===== src/rtl/pmem_arbiter_pkg.sv =====
// Shared types and default geometry for the instruction/data cache to
// physical-memory arbiter.
package pmem_arbiter_pkg;

    localparam int LINE_WIDTH_DEF = 256;
    localparam int ADDR_WIDTH_DEF = 32;
    localparam int LINE_OFFSET_W  = $clog2(LINE_WIDTH_DEF / 8);

    typedef enum logic [2:0] {
        IDLE   = 3'd0,
        I_BUSY = 3'd1,
        D_BUSY = 3'd2,
        I_RESP = 3'd3,
        D_RESP = 3'd4
    } arb_state_e;

    typedef enum logic {
        GRANT_I = 1'b0,
        GRANT_D = 1'b1
    } grant_e;

endpackage


===== src/rtl/pmem_arbiter.sv =====
// Round-robin arbiter between instruction and data caches for one physical
// memory port; one line transaction in flight, request latched at grant.
module pmem_arbiter
    import pmem_arbiter_pkg::*;
#(
    parameter int LINE_WIDTH = LINE_WIDTH_DEF,
    parameter int ADDR_WIDTH = ADDR_WIDTH_DEF
) (
    input  logic                  clk,
    input  logic                  rst,

    input  logic                  icache_read,
    input  logic [ADDR_WIDTH-1:0] icache_address,
    output logic [LINE_WIDTH-1:0] icache_rdata,
    output logic                  icache_resp,

    input  logic                  dcache_read,
    input  logic                  dcache_write,
    input  logic [ADDR_WIDTH-1:0] dcache_address,
    input  logic [LINE_WIDTH-1:0] dcache_wdata,
    output logic [LINE_WIDTH-1:0] dcache_rdata,
    output logic                  dcache_resp,

    output logic                  pmem_read,
    output logic                  pmem_write,
    output logic [ADDR_WIDTH-1:0] pmem_address,
    output logic [LINE_WIDTH-1:0] pmem_wdata,
    input  logic [LINE_WIDTH-1:0] pmem_rdata,
    input  logic                  pmem_resp
);

    localparam int OFFS_W = $clog2(LINE_WIDTH / 8);
    localparam logic [ADDR_WIDTH-1:0] LINE_MASK =
        {{(ADDR_WIDTH - OFFS_W){1'b1}}, {OFFS_W{1'b0}}};

    arb_state_e            state_q, state_d;
    grant_e                last_grant_q, last_grant_d;
    logic [ADDR_WIDTH-1:0] addr_q, addr_d;
    logic [LINE_WIDTH-1:0] wdata_q, wdata_d;
    logic [LINE_WIDTH-1:0] rdata_q, rdata_d;
    logic                  we_q, we_d;
    logic                  d_req;

    assign d_req = dcache_read | dcache_write;

    always_ff @(posedge clk or posedge rst) begin
        if (rst) begin
            state_q      <= IDLE;
            last_grant_q <= GRANT_D;
            addr_q       <= '0;
            wdata_q      <= '0;
            rdata_q      <= '0;
            we_q         <= 1'b0;
        end else begin
            state_q      <= state_d;
            last_grant_q <= last_grant_d;
            addr_q       <= addr_d;
            wdata_q      <= wdata_d;
            rdata_q      <= rdata_d;
            we_q         <= we_d;
        end
    end

    always_comb begin
        state_d      = state_q;
        last_grant_d = last_grant_q;
        addr_d       = addr_q;
        wdata_d      = wdata_q;
        rdata_d      = rdata_q;
        we_d         = we_q;

        unique case (state_q)
            IDLE: begin
                // Icache wins when alone, or when contended and dcache had the last grant.
                if (icache_read && (!d_req || last_grant_q == GRANT_D)) begin
                    state_d      = I_BUSY;
                    addr_d       = icache_address;
                    we_d         = 1'b0;
                    last_grant_d = GRANT_I;
                end else if (d_req) begin
                    state_d      = D_BUSY;
                    addr_d       = dcache_address;
                    wdata_d      = dcache_wdata;
                    we_d         = dcache_write;
                    last_grant_d = GRANT_D;
                end
            end
            I_BUSY: begin
                if (pmem_resp) begin
                    rdata_d = pmem_rdata;
                    state_d = I_RESP;
                end
            end
            D_BUSY: begin
                if (pmem_resp) begin
                    rdata_d = pmem_rdata;
                    state_d = D_RESP;
                end
            end
            I_RESP, D_RESP: state_d = IDLE;
            default:        state_d = IDLE;
        endcase
    end

    assign pmem_read    = (state_q == I_BUSY) || ((state_q == D_BUSY) && !we_q);
    assign pmem_write   = (state_q == D_BUSY) && we_q;
    assign pmem_address = addr_q & LINE_MASK;
    assign pmem_wdata   = wdata_q;

    assign icache_resp  = (state_q == I_RESP);
    assign dcache_resp  = (state_q == D_RESP);
    assign icache_rdata = rdata_q;
    assign dcache_rdata = rdata_q;

endmodule


===== config.mk =====
export PLATFORM = sky130hd
export DESIGN_NAME = pmem_arbiter
export DESIGN_NICKNAME = d
export VERILOG_FILES = /design/src/rtl/pmem_arbiter_pkg.sv /design/src/rtl/pmem_arbiter.sv
export SDC_FILE = /design/constraint.sdc
export NUM_CORES = 1
export LEC_CHECK = 0
export CORE_AREA = 2 2 545 547
export DETAILED_ROUTE_END_ITERATION = 10
export DIE_AREA = 0 0 547 549
export PLACE_DENSITY = 0.35
export SKIP_LAST_GASP = 1
export SLEW_MARGIN = 10
export SYNTH_ARGS = -nofsm -noshare
export SYNTH_HDL_FRONTEND = slang
export SYNTH_SLANG_ARGS = --single-unit

===== constraint.sdc =====
create_clock -name clk -period 24 [get_ports clk]
set_input_delay 4.8 -clock clk [delete_from_list [all_inputs] [get_ports clk]]
set_output_delay 4.8 -clock clk [all_outputs]
set_load 0.01 [all_outputs]

==> results.json <==
{
  "status": "finished, final reports clean",
  "yosys.area.top_type": "dfrtp_1",
  "final_max_slew_viol_count": 0,
  "setup_repair_after_global_routing_missed_its_margin": "no",
  "ff2ff_setup_slack_ns": 19.79,
  "combPwrFrac": 0.500,
  "netlist_top_cells_area": "dfrtp_1 (60%), mux2_2 (24%), buf_4 (9.4%), mux2_1 (1.2%), a31oi_1 (0.75%)",
  "critical_path.endpoint_type": "flip-flop",
  "synth.yosys.seq_area_share": 0.603,
  "areaGrowthSynthToFinish_pct": 86.0,
  "clock_sink_count": 544,
  "io_pins": 1386,
  "power.share.switching": 0.371,
  "grt_max_degree": 76,
  "fp-row-count": 200,
  "hold_path.startpoint": "pmem_wdata[236]$_DFFE_PP0P_",
  "clk_latency_ns": 0.77,
  "cp-startpoint": "pmem_resp",
  "synth_area_sq_mm": 0.0226,
  "htree_num_levels": 3,
  "timing.setup.critical_path_class": "in -> reg",
  "tightest_slew_ns": 0.991,
  "footprint_of_the_multi_input_gates_sq_mm": 0.00659,
  "drt_first_pass_iters": 5,
  "rr_startpoint": "state_q[0]$_DFFE_PP0P_",
  "clkSlewWorstSetupHoldPaths_ns": 0.05,
  "standard_cell_core_area_sq_mm": 0.295,
  "final_design_area_no_fill_sq_mm": 0.0420,
  "placedInstanceArea_sq_mm": 0.0390,
  "maxClockFrequency_ghz": 0.124,
  "layoutNonFillerInstCount": 6714,
  "port-buffer-count": 1370,
  "max-cap-violations": 0,
  "netlist-cell-type-count": 31,
  "yosys.cell_count.top_type": "dfrtp_1",
  "finalWirelength_mm": 173,
  "n_fill_cell": 32900,
  "ir_worst_vdd_mv": 0.0658,
  "hold_violations": 0,
  "p_int_uw": 4000,
  "gp_congestion": 0.811,
  "ys.flop_type": "dfrtp_1",
  "num-nets-final": 3265,
  "ctsRootBufferMaster": "clkbuf_16",
  "grt_pass1_wl_mm": 216,
  "synth_largest_type_area_fraction": 0.602,
  "cp.arrival_ns": 8.71,
  "yosys-top-cells-count": "dfrtp_1 (543), mux2_2 (488), buf_4 (283), buf_2 (32), a21oi_1 (31)",
  "cts.hold.buffers_added": 0,
  "place.detailed.instances": 6535,
  "critical-path-top-cell-by-count": "buf_4",
  "syn_inst": 1538,
  "edff_count_synth": 0,
  "post_synth.cell_area_avg_sq_um": 14.7,
  "grt-ovfl-total": 0,
  "cts_inserted_buffers": 85,
  "avgViaCountPerCell": 2.70,
  "critPathSlowestCell": "buf_4",
  "post_drt_wl_per_cell_um": 25.7,
  "register_area_sq_mm": 0.0136,
  "initial_core_util": 0.0765,
  "first_iter_violations": 633,
  "floorplan.die_area_sq_mm": 0.300,
  "post_drt_antenna_nets": 0,
  "post_cts_setup_buffer_count": 0,
  "startpoint_type": "input pin",
  "timing.critical_path.cells": "clkdlybuf4s50_1 -> nor3b_2 -> buf_4 -> buf_4 -> buf_4 -> mux2_2",
  "fin_worst_skew_ns": 0.0531,
  "number_of_antenna_violations_at_the_first_check_in_global_routing": 173,
  "leakage_uw": 0.0154,
  "final-setup-viol-count": 0,
  "setup_tns_ns": 0,
  "cts.repair.resized": 0,
  "timing.slew.headroom": 0.340,
  "cts.path.max_buffers": 4,
  "yosysWarnings": 0,
  "clock_share_of_power": 0.208,
  "die-width_um": 547,
  "net-switching-power_uw": 2350,
  "post-dp-hpwl_mm": 146,
  "drive_above_1_share": 0.239,
  "layout_min_cycle_time_ns": 8.08,
  "tritoncts": "yes",
  "path_category_of_the_worst_min_delay_check": "reg -> reg",
  "synth-async-reset-ratio": 1.00,
  "route.detailed.drc": 0,
  "total_of_flip_flops_plus_latches_after_synthesis": 544,
  "timing.critical_path.fanout_max": 54,
  "cp_data_required_time_ns": 24.63,
  "power.share.sequential": 0.292,
  "via_count": 18100,
  "floorplan.die.height_um": 549,
  "grt.total_usage": 0.111,
  "power-per-cell-area_mw_per_mm2": 151,
  "fin_crit_sh": 0.337,
  "slowest_delay_ns": 0.72,
  "grt_pass1_vias": 18600
}
[metrics by stage]
step | total power, uW | util | hold WS, ns | worst slack, ns
4_1_cts | 6550 | 0.142 | 0.494 | 15.87
6_report | 6350 | 0.142 | 0.487 | 15.92
3_3_place_gp | 5140 | 0.132 | 0.472 | 15.05
2_1_floorplan | 3210 | - | 0.489 | 3.99
3_5_place_dp | 5140 | 0.132 | 0.474 | 14.99
5_1_grt | 6740 | 0.142 | 0.515 | 15.67
[area by class of cell]
type / count / area share
Timing Repair Buffer: 1394 / 0.331
Sequential cell: 544 / 0.324
Multi-Input combinational cell: 655 / 0.157
Tap cell: 3939 / 0.117
Clock buffer: 122 / 0.0592
Clock inverter: 24 / 0.00885
Antenna cell: 33 / 0.00197
Inverter: 3 / 0.000447
[power by group through the flow]
stage | clock network, uW | logic (uW) | registers [uW]
2_1_floorplan | 0 | 1300 | 1900
3_5_place_dp | 0 | 3260 | 1880
3_3_place_gp | 0 | 3270 | 1870
4_1_cts | 1400 | 3270 | 1880
6_report | 1320 | 3170 | 1850
5_1_grt | 1430 | 3380 | 1930
[cells in the final DEF, fill, tap and decap left out, drive strengths merged, types with 2 or more instances in the layout]
master	n
clkdlybuf4s50	1369
dfrtp	543
mux2	512
clkbuf	122
diode	33
a21oi	31
o21ai	27
nand3	27
a31oi	27
buf	25
clkinv	11
bufinv	9
conb	5
nor2	4
inv	4
nand2	3
clkinvlp	3
nor3b	3
nor3	3
and3	2
a22o	2
or3	2
[layer usage]
layer  global-route usage  vias to the layer above  routed length (um)
met5                    0                        -                 494
met4               0.0341                       78                5650
met3               0.0652                      355               23600
met2                0.173                     1273               76100
met1                0.127                     8963               66700
li1                     -                     7475                   -
[sequential cells by signal, summed over array words and instances (netlist names)]
signal	cells
state_q	3
last_grant_q	1
pmem_wdata	256
addr_q	27
dcache_rdata	256
we_q	1
[cell families after synthesis]
group / after synthesis / synth area share
buffers and inverters: 343 / 0.107
flip-flops: 544 / 0.603
AO/OA/AOI/OAI: 92 / 0.0232
other: 1 / 0.000166
multiplexers: 512 / 0.255
XOR/XNOR: 1 / 0.000388
AND/OR/NAND/NOR: 45 / 0.0104
[worst paths after layout]
kind,endpoint,depth (start not counted)
setup / recovery,dcache_rdata[22]$_DFFE_PP0P_,6
hold / removal,pmem_wdata[236]$_DFFE_PP0P_,1
setup reg to reg,dcache_rdata[22]$_DFFE_PP0P_,6
hold reg to reg,pmem_wdata[236]$_DFFE_PP0P_,1
max in group asynchronous,dcache_rdata[157]$_DFFE_PP0P_,5
min in group asynchronous,dcache_rdata[41]$_DFFE_PP0P_,2
[worst max-delay path: cells and delay by family]
| kind | cells | cell delay [ns] |
|---|---|---|
| simple gates | 1 | 0.66 |
| buf+inv | 4 | 2.57 |
| mux | 1 | 0.41 |
(Power assumes the default switching activity.)
